`src/rtl/pll_lock_supervisor.sv`:
```
// PLL lock supervisor: synchronises PLL lock, retries the PLL on lock timeout, and sequences
// the 74.25 MHz and 96 MHz reset releases. Define LOCK_STATS_EN to add the unlock_cnt statistic.
module pll_lock_supervisor #(
  parameter int SYNC_STAGES      = 2,
  parameter int PLL_RST_CYC      = 27,
  parameter int LOCK_TIMEOUT_CYC = 2700000,
  parameter int LOCK_STABLE_CYC  = 2700,
  parameter int REL_GAP_CYC      = 16,
  parameter int CNT_W            = 22,
  parameter int RETRY_W          = 4
) (
  input  logic               clk_in,
  input  logic               rst_n,
  input  logic               pll_locked_in,
  output logic               pll_reset,
  output logic               rst74_n,
  output logic               rst96_n,
  output logic               ready,
  output logic               lock_lost,
  output logic [RETRY_W-1:0] retry_cnt
`ifdef LOCK_STATS_EN
  ,
  output logic [15:0]        unlock_cnt
`endif
);

  typedef enum logic [2:0] {
    PLL_RST   = 3'd0,
    WAIT_LOCK = 3'd1,
    STABLE    = 3'd2,
    REL_VID   = 3'd3,
    RUN       = 3'd4
  } state_t;

  localparam logic [CNT_W-1:0] PLL_RST_LAST = CNT_W'(PLL_RST_CYC - 1);
  localparam logic [CNT_W-1:0] TIMEOUT_LAST = CNT_W'(LOCK_TIMEOUT_CYC - 1);
  localparam logic [CNT_W-1:0] STABLE_LAST  = CNT_W'(LOCK_STABLE_CYC - 1);
  localparam logic [CNT_W-1:0] GAP_LAST     = CNT_W'(REL_GAP_CYC - 1);

  logic [SYNC_STAGES-1:0] sync_r;
  logic                   lk_s;
  state_t                 state_r;
  state_t                 state_s;
  logic [CNT_W-1:0]       cnt_r;
  logic [CNT_W-1:0]       cnt_inc_s;
  logic [CNT_W-1:0]       cnt_s;
  logic [RETRY_W-1:0]     retry_s;
  logic                   lock_lost_s;
  logic                   pll_reset_s;
  logic                   rst74_n_s;
  logic                   rst96_n_s;

  assign lk_s = sync_r[SYNC_STAGES-1];

  // Lock synchroniser chain into the clk_in domain
  always_ff @(posedge clk_in or negedge rst_n) begin
    if (!rst_n) begin
      sync_r <= {SYNC_STAGES{1'b0}};
    end else begin
      sync_r <= {sync_r[SYNC_STAGES-2:0], pll_locked_in};
    end
  end

  // Next-state, counter and retry logic; loss of lock outranks gap expiry
  always_comb begin
    state_s     = state_r;
    cnt_inc_s   = cnt_r + CNT_W'(1);
    retry_s     = retry_cnt;
    lock_lost_s = 1'b0;
    case (state_r)
      PLL_RST: begin
        if (cnt_r == PLL_RST_LAST) begin
          state_s = WAIT_LOCK;
        end else begin
          state_s = PLL_RST;
        end
      end
      WAIT_LOCK: begin
        if (lk_s) begin
          state_s = STABLE;
        end else if (cnt_r == TIMEOUT_LAST) begin
          state_s = PLL_RST;
          if (retry_cnt != {RETRY_W{1'b1}}) begin
            retry_s = retry_cnt + RETRY_W'(1);
          end else begin
            retry_s = retry_cnt;
          end
        end else begin
          state_s = WAIT_LOCK;
        end
      end
      STABLE: begin
        if (!lk_s) begin
          state_s = WAIT_LOCK;
        end else if (cnt_r == STABLE_LAST) begin
          state_s = REL_VID;
        end else begin
          state_s = STABLE;
        end
      end
      REL_VID: begin
        if (!lk_s) begin
          state_s     = WAIT_LOCK;
          lock_lost_s = 1'b1;
        end else if (cnt_r == GAP_LAST) begin
          state_s = RUN;
        end else begin
          state_s = REL_VID;
        end
      end
      RUN: begin
        if (!lk_s) begin
          state_s     = WAIT_LOCK;
          lock_lost_s = 1'b1;
        end else begin
          state_s   = RUN;
          cnt_inc_s = cnt_r;
        end
      end
      default: begin
        state_s = PLL_RST;
      end
    endcase
    cnt_s       = (state_s != state_r) ? {CNT_W{1'b0}} : cnt_inc_s;
    pll_reset_s = (state_s == PLL_RST);
    rst74_n_s   = (state_s == REL_VID) || (state_s == RUN);
    rst96_n_s   = (state_s == RUN);
  end

  // State, counter and registered outputs
  always_ff @(posedge clk_in or negedge rst_n) begin
    if (!rst_n) begin
      state_r   <= PLL_RST;
      cnt_r     <= {CNT_W{1'b0}};
      pll_reset <= 1'b1;
      rst74_n   <= 1'b0;
      rst96_n   <= 1'b0;
      ready     <= 1'b0;
      lock_lost <= 1'b0;
      retry_cnt <= {RETRY_W{1'b0}};
    end else begin
      state_r   <= state_s;
      cnt_r     <= cnt_s;
      pll_reset <= pll_reset_s;
      rst74_n   <= rst74_n_s;
      rst96_n   <= rst96_n_s;
      ready     <= rst96_n_s;
      lock_lost <= lock_lost_s;
      retry_cnt <= retry_s;
    end
  end

`ifdef LOCK_STATS_EN
  // Saturating count of lock-loss events, cleared only by rst_n
  always_ff @(posedge clk_in or negedge rst_n) begin
    if (!rst_n) begin
      unlock_cnt <= 16'h0000;
    end else if (lock_lost_s && (unlock_cnt != 16'hFFFF)) begin
      unlock_cnt <= unlock_cnt + 16'h0001;
    end else begin
      unlock_cnt <= unlock_cnt;
    end
  end
`endif

endmodule

```
`config.mk`:
```
export PLATFORM = sky130hd
export DESIGN_NAME = pll_lock_supervisor
export DESIGN_NICKNAME = d
export VERILOG_FILES = /design/src/rtl/pll_lock_supervisor.sv
export SDC_FILE = /design/constraint.sdc
export NUM_CORES = 1
export LEC_CHECK = 0
export CAP_MARGIN = 30
export CELL_PAD_IN_SITES_DETAIL_PLACEMENT = 1
export CELL_PAD_IN_SITES_GLOBAL_PLACEMENT = 2
export CORE_MARGIN = 1.5
export CORE_UTILIZATION = 38
export DETAILED_ROUTE_END_ITERATION = 10
export PLACE_DENSITY_LB_ADDON = 0.1
export SYNTH_ARGS = -nofsm -noshare
export SYNTH_HDL_FRONTEND = slang
export SYNTH_SLANG_ARGS = --single-unit
```
`constraint.sdc`:
```
create_clock -name clk_in -period 2.8 [get_ports clk_in]
set_clock_uncertainty 0.15 [all_clocks]
set_input_delay 0.42 -clock clk_in [delete_from_list [all_inputs] [get_ports clk_in]]
set_output_delay 0.42 -clock clk_in [all_outputs]
set_load 0.03 [all_outputs]
```
==> results.toml <==
[detailed_routing]
antenna_left = 0
viasPerCell = 5.46
drt-initial-drc-count = 75
first_pass_iters = 4
wl_per_cell_um = 17.5
wl_mm = 4.79
vias = 1495
drc = 0

[floorplan]
initial_core_util = 0.400
die_area_um2 = 5470
dieWidth_um = 74.0
core_um2 = 4790
chipHeight_um = 74.0
rows = 25
ioPinCount = 12

[pwr]
irDropWorstVdd_mv = 0.320
power_leakage_nw = 0.860
power_density_nw_per_um2 = 652

[sta]
rsz0062_at_grt = "false"
timing.fmax_mhz = 387
finalHoldViolations = 0
slew_viol_final = 0
setup_ws_ns = 0.218
finalSetupTns_ns = 0
fin_crit_sh = 0.922
slew_headroom = 0.591
min_period_ns = 2.58
worst_slew_pin_slew_ns = 0.611
finalSetupViolCount = 0
timing.hold.ws_ns = 0.211

[placement]
io_buffers = 11
dp_worst_setup_slack_ns = 0.250
dp_cells = 266
gp_congestion = 0.776
dp_hpwl_mm = 3.36

[setup_path]
cp_max_fo = 22
end_kind = "flip-flop"
startpoint = "cnt_r[8]"
cp-endpoint = "cnt_r[6]"
worst-endpoint-arrival_ns = 2.57
worst-r2r-setup-slack_ns = 0.22
worst-path-stages = 6
crit_path_start_kind = "flip-flop"
worstPathRequired_ns = 2.79
r2r.worst_path.cells = 6
worstReg2RegStart = "cnt_r[8]"
path_delay_family = "simple AND/OR/NAND/NOR gates"
reg2reg_to = "cnt_r[6]"
path_class = "flip-flop to flip-flop"
crit_slowest_cell = "nor4_1"
path_cells = "nor4_1 > nand4_1 > nor4_2 > o211a_1 > buf_4 > nor3_1"
cp_num_buf_inv = 1
critPathMaxStageDelay_ns = 0.54

[cells_and_area]
nets = 212
final-instance-count-excl-fill = 274
fillers = 552
final_cell_mix = "dfrtp_1 (34), nor3_1 (30), xnor2_1 (20)"
final_common_cell = "dfrtp_1"
diodes = 0
drive_gt1_frac = 0.106
synthToLayoutAreaGrowth_pct = 14.8

[job]
drv_cap = 0

[clock_network]
cts-root-buf = "clkbuf_8"
cts_max_level = 2
ctsResizeCount = 0
cts_sinks = 35
cts_hold_buffers = 0
clk_pin_slew_ns = 0.08
post_cts_buffers = 0
clk_latency_ns = 0.29
cts_tree = "done"
clock_path_buffers = 2
cts_inserted_buffers = 5

[grt]
grt_pass1_vias = 1571
grt.total_usage = 0.198
grt_max_degree = 36
grt_antenna_before_repair = 0
grt_pass1_wl_mm = 8.08
grt-ovfl-total = 0

[synthesis]
ys_seq_area_frac = 0.458
synth_warnings = 0
synthDistinctLibCells = 43
yosys_register_bits = 35
synth_fp_nets = 202
synth_edf_count = 0
async_flop_share = 1.00
synth_area_um2 = 1910
synth_top_flop_cell = "dfrtp_1"
synthCells = 196
syn_area_per_cell_um2 = 9.77

[worst_hold_path]
worstHoldPathType = "flip-flop to flip-flop"

[run_status]
outcome = "complete, no violations"
==> report_power, final <==
part	switching (mW)	leakage (nW)	total (mW)	internal, mW
Combinational	0.172	0.322	0.282	0.109
Sequential	0.0547	0.474	0.604	0.550
Clock	0.192	0.0644	0.547	0.355
==> cell type report <==
type / instances / area [um2] / area share
multi-input combinational: 144 / 938 / 0.427
sequential: 35 / 877 / 0.399
timing repair buffer: 16 / 148 / 0.0672
tap: 67 / 83.8 / 0.0381
clock buffer: 5 / 68.8 / 0.0313
clock inverter: 3 / 67.6 / 0.0307
inverter: 4 / 15.0 / 0.00683
==> logic make-up (layout without fill, tap and decap cells) <==
family | Yosys count | count (layout) | synth area share
AO/OA/AOI/OAI | 14 | 14 | 0.0529
XOR/XNOR | 25 | 25 | 0.114
adder cells (fa/ha/maj) | 3 | 3 | 0.0196
buffers and inverters | 17 | 28 | 0.0516
flip-flops | 35 | 35 | 0.458
multiplexers | 1 | 1 | 0.00588
AND/OR/NAND/NOR | 101 | 101 | 0.297
==> synth_stat cells, drive strengths merged (2+ instances only) <==
cell type,number,area share
a21oi,3,0.0078
nand4,5,0.016
dfrtp,34,0.44
xnor2,20,0.092
or3,5,0.016
nand4b,2,0.0092
a21boi,2,0.0078
nor4,4,0.020
ha,3,0.020
inv,4,0.0078
buf,11,0.040
xor2,5,0.023
o211a,2,0.010
or4,2,0.0078
nand3,10,0.026
nor2b,2,0.0065
nand2,15,0.033
nor3,31,0.084
nor2,13,0.025
o21ai,2,0.0052
clkbuf,2,0.0039
nor3b,3,0.012
==> worst register-to-register path: cells and delay by family (launching register included) <==
family	cells	cell delay, ns
AND/OR/NAND/NOR	4	1.36
flip-flops	1	0.43
buffers and inverters	1	0.27
AO/OA/AOI/OAI	1	0.23
==> layer usage <==
metal / up-vias / track usage / share of wire
met1: 765 / 0.263 / 0.47
met5: - / 0 / 0
met4: 0 / 0.0679 / 0.015
met2: 16 / 0.318 / 0.49
met3: 8 / 0.0447 / 0.023
li1: 706 / - / -
==> worst min path at each step <==
stage / end / cells after the start / startpoint / slack (ns)
2_1_floorplan: cnt_r[0] / 0 / rst_n / -0.03
3_5_place_dp: sync_r[1] / 0 / sync_r[0] / 0.20
5_1_grt: sync_r[1] / 0 / sync_r[0] / 0.23
3_3_place_gp: sync_r[1] / 0 / sync_r[0] / 0.18
6_report: sync_r[1] / 0 / sync_r[0] / 0.21
4_1_cts: sync_r[1] / 0 / sync_r[0] / 0.22
==> registers in the layout, indices dropped and copies added, names as in the netlist <==
signal     cells
cnt_r         22
retry_cnt      4
state_r        3
pll_reset      1
sync_r         2
rst74_n        1
lock_lost      1
ready          1
==> stage by stage <==
stage                     cell area (um2)   util  total power [mW]
after floorplan                      1910      -             0.827
after detailed placement             2060  0.431             0.900
final                                2200  0.459              1.43
after global placement               2060  0.431             0.885
after global routing                 2200  0.459              1.50
after CTS                            2200  0.459              1.45
(Power assumes the default switching activity.)
